===== src/rtl/booth_r4_seq_multiplier.sv =====
// Iterative radix-4 Booth multiplier: one recoded digit per cycle into a
// double-width accumulator, then an MSB-correction cycle for unsigned operands.
module booth_r4_seq_multiplier #(
  parameter int WIDTH = 32
) (
  input  logic                 clk,
  input  logic                 rst_n,
  input  logic                 start,
  input  logic                 sign,
  input  logic [WIDTH-1:0]     mulcand,
  input  logic [WIDTH-1:0]     mulplier,
  output logic                 busy,
  output logic                 done,
  output logic [2*WIDTH-1:0]   product
);
  localparam int DIGITS = WIDTH / 2;
  localparam int CW     = $clog2(DIGITS) + 1;
  localparam int AW     = 2 * WIDTH + 2;
  localparam int PW     = WIDTH + 2;

  typedef enum logic [1:0] {IDLE, RUN, MSB, DONE} state_t;

  state_t           state, state_nxt;
  logic [CW-1:0]    cnt;
  logic [WIDTH-1:0] mcand_q, mplier_q;
  logic             sign_q;
  logic [AW-1:0]    acc;

  logic             accept;
  logic             last_digit;
  logic [WIDTH:0]   m_ext;
  logic [WIDTH:0]   mplier_ext;
  logic [2:0]       trip;
  logic [PW-1:0]    pp;
  logic [AW-1:0]    pp_shift;
  logic [AW-1:0]    corr;

  assign accept     = start && (state == IDLE || state == DONE);
  assign last_digit = (cnt == CW'(DIGITS - 1));
  assign busy       = (state == RUN) || (state == MSB);
  assign done       = (state == DONE);

  always_ff @(posedge clk or negedge rst_n) begin
    if (!rst_n) state <= IDLE;
    else        state <= state_nxt;
  end

  always_comb begin
    state_nxt = state;
    unique case (state)
      IDLE: if (accept) state_nxt = RUN;
      RUN:  if (last_digit) state_nxt = MSB;
      MSB:  state_nxt = DONE;
      DONE: state_nxt = accept ? RUN : IDLE;
      default: state_nxt = IDLE;
    endcase
  end

  // Multiplicand widened by one bit so unsigned operands stay positive.
  assign m_ext      = {sign_q & mcand_q[WIDTH-1], mcand_q};
  assign mplier_ext = {mplier_q, 1'b0};
  assign trip       = 3'(mplier_ext >> {cnt, 1'b0});

  always_comb begin
    pp = '0;
    unique case (trip)
      3'b001, 3'b010: pp = {m_ext[WIDTH], m_ext};
      3'b011:         pp = {m_ext, 1'b0};
      3'b100:         pp = -{m_ext, 1'b0};
      3'b101, 3'b110: pp = -{m_ext[WIDTH], m_ext};
      default:        pp = '0;
    endcase
  end

  assign pp_shift = {{(AW-PW){pp[PW-1]}}, pp} << {cnt, 1'b0};

  // Recoding treats the multiplier as signed; unsigned mode adds back mcand<<WIDTH.
  assign corr = (!sign_q && mplier_q[WIDTH-1]) ? {2'b00, mcand_q, {WIDTH{1'b0}}} : '0;

  always_ff @(posedge clk or negedge rst_n) begin
    if (!rst_n) begin
      cnt      <= '0;
      acc      <= '0;
      product  <= '0;
      mcand_q  <= '0;
      mplier_q <= '0;
      sign_q   <= 1'b0;
    end else if (accept) begin
      mcand_q  <= mulcand;
      mplier_q <= mulplier;
      sign_q   <= sign;
      acc      <= '0;
      cnt      <= '0;
    end else begin
      unique case (state)
        RUN: begin
          acc <= acc + pp_shift;
          cnt <= cnt + 1'b1;
        end
        MSB:     product <= (2*WIDTH)'(acc + corr);
        default: ;
      endcase
    end
  end
endmodule

===== config.mk =====
export PLATFORM = sky130hd
export DESIGN_NAME = booth_r4_seq_multiplier
export DESIGN_NICKNAME = d
export VERILOG_FILES = /design/src/rtl/booth_r4_seq_multiplier.sv
export SDC_FILE = /design/constraint.sdc
export NUM_CORES = 1
export LEC_CHECK = 0
export ABC_AREA = 1
export CAP_MARGIN = 30
export CORE_ASPECT_RATIO = 1.75
export CORE_UTILIZATION = 40
export DETAILED_ROUTE_END_ITERATION = 10
export HOLD_SLACK_MARGIN = 0.06
export PLACE_DENSITY_LB_ADDON = 0.08
export SYNTH_ARGS = -nofsm -noshare
export SYNTH_HDL_FRONTEND = slang
export SYNTH_SLANG_ARGS = --single-unit

===== constraint.sdc =====
create_clock -name clk -period 8.2 [get_ports clk]
set_clock_uncertainty 0.05 [all_clocks]
set_input_delay 1.23 -clock clk [delete_from_list [all_inputs] [get_ports clk]]
set_output_delay 1.23 -clock clk [all_outputs]
set_load 0.005 [all_outputs]

# --- Word-level counts from Yosys, hierarchy flattened ---
# Index checks and enable logic that the tools add are counted.
totals:
  regBits: 202
  latchBits: 0
  ramBits: 0
  mem_bits_ro: 0
  output_inout_bits: 66
  n_memories: 0
classes:
  n_addsub: 5
  mul: 0
  div: 0
  magnitude_cmp: 0
  n_eq_ne: 12
  shift: 2
  mux: 10
  n_bitwise: 2
  reduce_logical: 11
op_table:
  columns: ["operator", "n"]
  rows:
  - ["34-bit one-hot mux with 4 select lines", 1]
  - ["66-bit two-way mux", 2]
  - ["34-bit negation", 2]
  - ["66-bit adder", 1]
  - ["66-bit by 6-bit << shifter with 66-bit output", 1]
  - ["64-bit adder", 1]
  - ["64-bit two-way mux", 1]
  - ["33-bit by 6-bit right shift with 3-bit output", 1]
  - ["5-bit two-way mux", 2]
  - ["3-bit equality test, second input constant", 3]
  - ["2-bit one-hot mux with 4 select lines", 1]
  - ["3-bit by 2-bit equality test with 1-bit output, second input constant", 2]
  - ["5-bit by 1-bit adder with 5-bit output, second input constant", 1]
  - ["5-bit by 4-bit equality test with 1-bit output, second input constant", 1]
  - ["2-bit equality test, second input constant", 2]
  - ["2-bit two-way mux", 2]
  - ["2-bit != test, second input constant", 2]
  - ["2-bit AND reduction", 2]
  - ["2-bit OR reduction", 2]
  - ["3-bit by 1-bit equality test with 1-bit output, second input constant", 1]
  - ["2-bit by 1-bit equality test with 1-bit output, second input constant", 1]
  - ["1-bit logical AND", 2]
  - ["2-bit zero test", 1]
  - ["1-bit logical OR", 2]
  - ["5 further kinds", 5]

# --- Logic depth before layout (Yosys ltp) ---
logic_depth:
  ltp_word: 8
  ltp_mapped: 45
  mapped_depth_nobuf: 43

# --- Least setup slack after synthesis ---
# OpenSTA, ideal clock, no wires.
synth_timing:
  kind: "register -> register"
  start: "register cnt[1]"
  end: "register acc[43]"
  t_arrival_ps: 4417
  required_ps: 8027
  path_slack_ps: 3610
  stages_incl_launch_ff: 38
  period_less_slack_ps: 4590
  path_cell_list: "dfrtp_1 buf_4 nor2_2 nand2_1 nand2_1 nand2_1 nand3_1 nand2_2 nand2_1 nand3_2 nand3_4 inv_2 buf_6 nand2_1 o211ai_1 or2_1 nand3_1 nand2_1 (+2 left out) ha_1 nand2_1 o21ai_0 a21oi_1 o21ai_0 nand2_1 nand2_1 nand2_1 nand2_1 nand2_1 nand2_1 inv_1 o21ai_0 a21oi_1 o21ai_0 a21oi_1 o21ai_0 nand2_1"
synth_between:
  elab_chain_len: 8
  elab_cells_between_ends: 14
  classes_between: "add/sub (1); eq/ne (6); shift (2); mux (3); reduce/logical (2)"
synth_lines:
  columns: ["element", "line", "rtl"]
  rows:
  - ["start: declaration", "24", "logic [CW-1:0] cnt;"]
  - ["start signal: assignment", "98", "cnt <= cnt + 1'b1;"]
  - ["33-bit by 6-bit right shift with 3-bit output", "62", "assign trip = 3'(mplier_ext >> {cnt, 1'b0});"]
  - ["3-bit equality test (tied with other cells)", "66", "unique case (trip)"]
  - ["2-bit OR reduction", "66", null]
  - ["34-bit one-hot mux with 4 select lines", "66", null]
  - ["66-bit by 6-bit << shifter with 66-bit output *", "75", "assign pp_shift = {{(AW-PW){pp[PW-1]}}, pp} << {cnt, 1'b0};"]
  - ["66-bit adder *", "97", "acc <= acc + pp_shift;"]
  - ["66-bit two-way mux *", "95", "unique case (state)"]
  - ["66-bit two-way mux *", "88", "end else if (accept) begin"]
  - ["end signal: assignment", "97", null]
  - ["end: declaration", "27", "logic [AW-1:0] acc;"]
# Mark *: on every way between the ends. The rest lies on a longest branch, timed or not. The select of a mux whose other input is x is not followed.
# A chain may end at the register's enable or synchronous reset.

# --- Worst setup path in the final report ---
layout_timing:
  start: "register cnt[2]"
  end: "register acc[46]"
# The elaborated chain is that of the path after synthesis.

==> impl_metrics.yaml <==
floorplanning:
  pin_count: 134
  initial_core_util: 0.4057
  dieArea_um2: 45670
  rows: 102
  fp.coreArea_um2: 44160
  die_h_um: 282.0
  die_width_um: 162.0
synth:
  synth_nets: 3034
  synthFlopType: "dfrtp_1"
  ys_seq_elements: 200
  synth_enable_flop_cells: 0
  synth.area.top_cells: "dfrtp_1, nand2_1, ha_1"
  synth_cells: 2861
  yosysWarnings: 0
  async_flop_share: 1.000
  synth_area_per_cell_um2: 6.261
  synth_top_area_share: 0.2794
  synth_area_um2: 17910
  yosysMostFrequentCell: "nand2_1"
  synthTopCellsByCount: "nand2_1, nor2_1, inv_1"
  yosysSeqAreaShare: 0.2794
  synth.distinct_cells: 58
  yosysTopAreaCell: "dfrtp_1"
worst_setup_path:
  critPathArrivalTime_ns: 7.18
  rr_startpoint: "cnt[2]"
  cp-start-kind: "register"
  r2r_cells: 33
  path_max_fanout: 44
  worstSetupEndpointType: "register"
  critPathMaxStageDelay_ns: 0.57
  critical_path_class: "register to register"
  critPathMostFrequentCell: "nand2_1"
  worstPathRequired_ns: 8.50
  rr_endpoint: "acc[46]"
  r2r_setup_slack_ns: 1.33
  cp_slowest_cell: "inv_2"
cts:
  post_cts_buffers: 0
  cts_hold_buf: 0
  clk_pin_slew_worst_paths_ns: 0.10
  cts_buffers: 17
  clock-sinks: 200
  tritoncts: "yes"
  cts_buffer_depth: 2
  cts_resized: 0
  clock_latency_ns: 0.48
  clockRootBuffer: "clkbuf_16"
  htree_num_levels: 4
routing:
  first_pass_iters: 5
  post-route-drc-count: 0
  antenna_left: 0
  initialDrtViolationCount: 1376
  drt-vias-per-instance: 5.523
  vias: 19400
  drt-total-wl_mm: 76.44
  wl_per_cell_um: 21.76
global_routing:
  overflow: 0
  antenna_found_initial: 2
  grtUsageTotal: 0.3388
  grt_max_degree: 106
  grt_pass1_vias: 19550
  grt_pass1_wl_mm: 115.5
placement:
  dp_hpwl_mm: 61.31
  gp_congestion: 1.040
  io_buffers: 133
  dp_cells: 3481
cells_and_area:
  area_delta_synth_final_pct: 13.11
  final_layout_size_suffix_gt1_frac: 0.03808
  nets: 3101
  fillers: 4786
  num_antenna_cells: 0
  fin_cells: 3513
sta:
  max_freq_mhz: 145.5
  drv_slew: 0
  setup_viol: 0
  hold_viol: 0
  tightest_slew_ns: 0.9314
  rsz0062_at_grt: "false"
  fin_crit_ns: 6.875
  slew-limit-headroom: 0.3784
  period_share: 0.8384
  whs_ns: 0.4310
  finalSetupTns_ns: 0
outcome:
  status: "complete, no violations"
hold_path:
  min_from: "product[3]"
  whs_path_depth: 2
  hold_path_class: "register to register"
  min_to: "product[3]"
run:
  drv_cap: 0
## flip-flops by register name, indices dropped and copies added, names as in the netlist
| register | count |
|---|---|
| product | 64 |
| mcand_q | 32 |
| cnt | 5 |
| acc | 64 |
| mplier_q | 32 |
| sign_q | 1 |
| state | 2 |
## metrics by stage
stage	utilization	setup WS, ns	area, um2
3_3_place_gp	0.4447	1.535	19640
6_report	0.4589	1.325	20260
2_1_floorplan	-	3.610	17910
4_1_cts	0.4589	1.402	20260
5_1_grt	0.4589	0.6944	20260
3_5_place_dp	0.4451	1.438	19660
## final cells by class
cell class	instances	area [um2]	area share
tap	572	715.7	0.03532
multi-input combinational	2259	11310	0.5582
clock inverter	15	180.2	0.008892
inverter	298	1121	0.05533
clock buffer	17	425.4	0.02100
sequential	200	5007	0.2471
timing repair buffer	152	1503	0.07416
## logic make-up (layout without fill, tap and decap cells)
family	count (synthesis)	in the layout	share of synthesized area
xor+xnor	52	52	0.02542
fa+ha+maj	105	105	0.07418
mux	1	1	0.0005588
flops	200	200	0.2794
compound gates	547	547	0.1724
simple gates	1554	1554	0.3581
buf+inv	402	482	0.08996
## layout by cell type (no fill, tap or decap), types with 14 or more instances in the layout
cell type and n:
nand2_1 924, nor2_1 297, inv_1 281, nand3_1 218
dfrtp_1 198, o21ai_0 192, a21oi_1 176, clkdlybuf4s50_1 132
ha_1 102, nand4_1 44, o21ai_1 44, xor2_1 42
a31oi_1 32, nor3_1 24, clkbuf_16 17, buf_4 17
o211ai_1 14
## routing by layer
metal  up-vias  global-route usage  routed length (um)
met5         -                   0                  26
met4         4              0.2721                6813
met3       223             0.04737                3051
met2       602              0.6072               38040
met1      9028              0.3507               28510
li1       9545                   -                   -
## worst max path at each step
stage,startpoint,to,slack (ns),depth (start not counted)
global placement,cnt[2],acc[46],1.53,33
detailed placement,cnt[2],acc[46],1.44,33
CTS,cnt[2],acc[46],1.40,33
finish,cnt[2],acc[46],1.33,33
global route,cnt[2],acc[46],0.69,33
floorplan,cnt[1],acc[43],3.61,37
## worst max-delay path: cells and delay by family, from the launching register on
family                   cells  cell delay (ns)
adder cells (fa/ha/maj)      2             0.58
AND/OR/NAND/NOR             17             2.33
AO/OA/AOI/OAI                9             2.39
flip-flops                   1             0.40
buffers and inverters        5             1.00
Power is left out: the tool's default activity adds up to more than one toggle a clock period on the data nets, which glitch-free logic cannot reach.
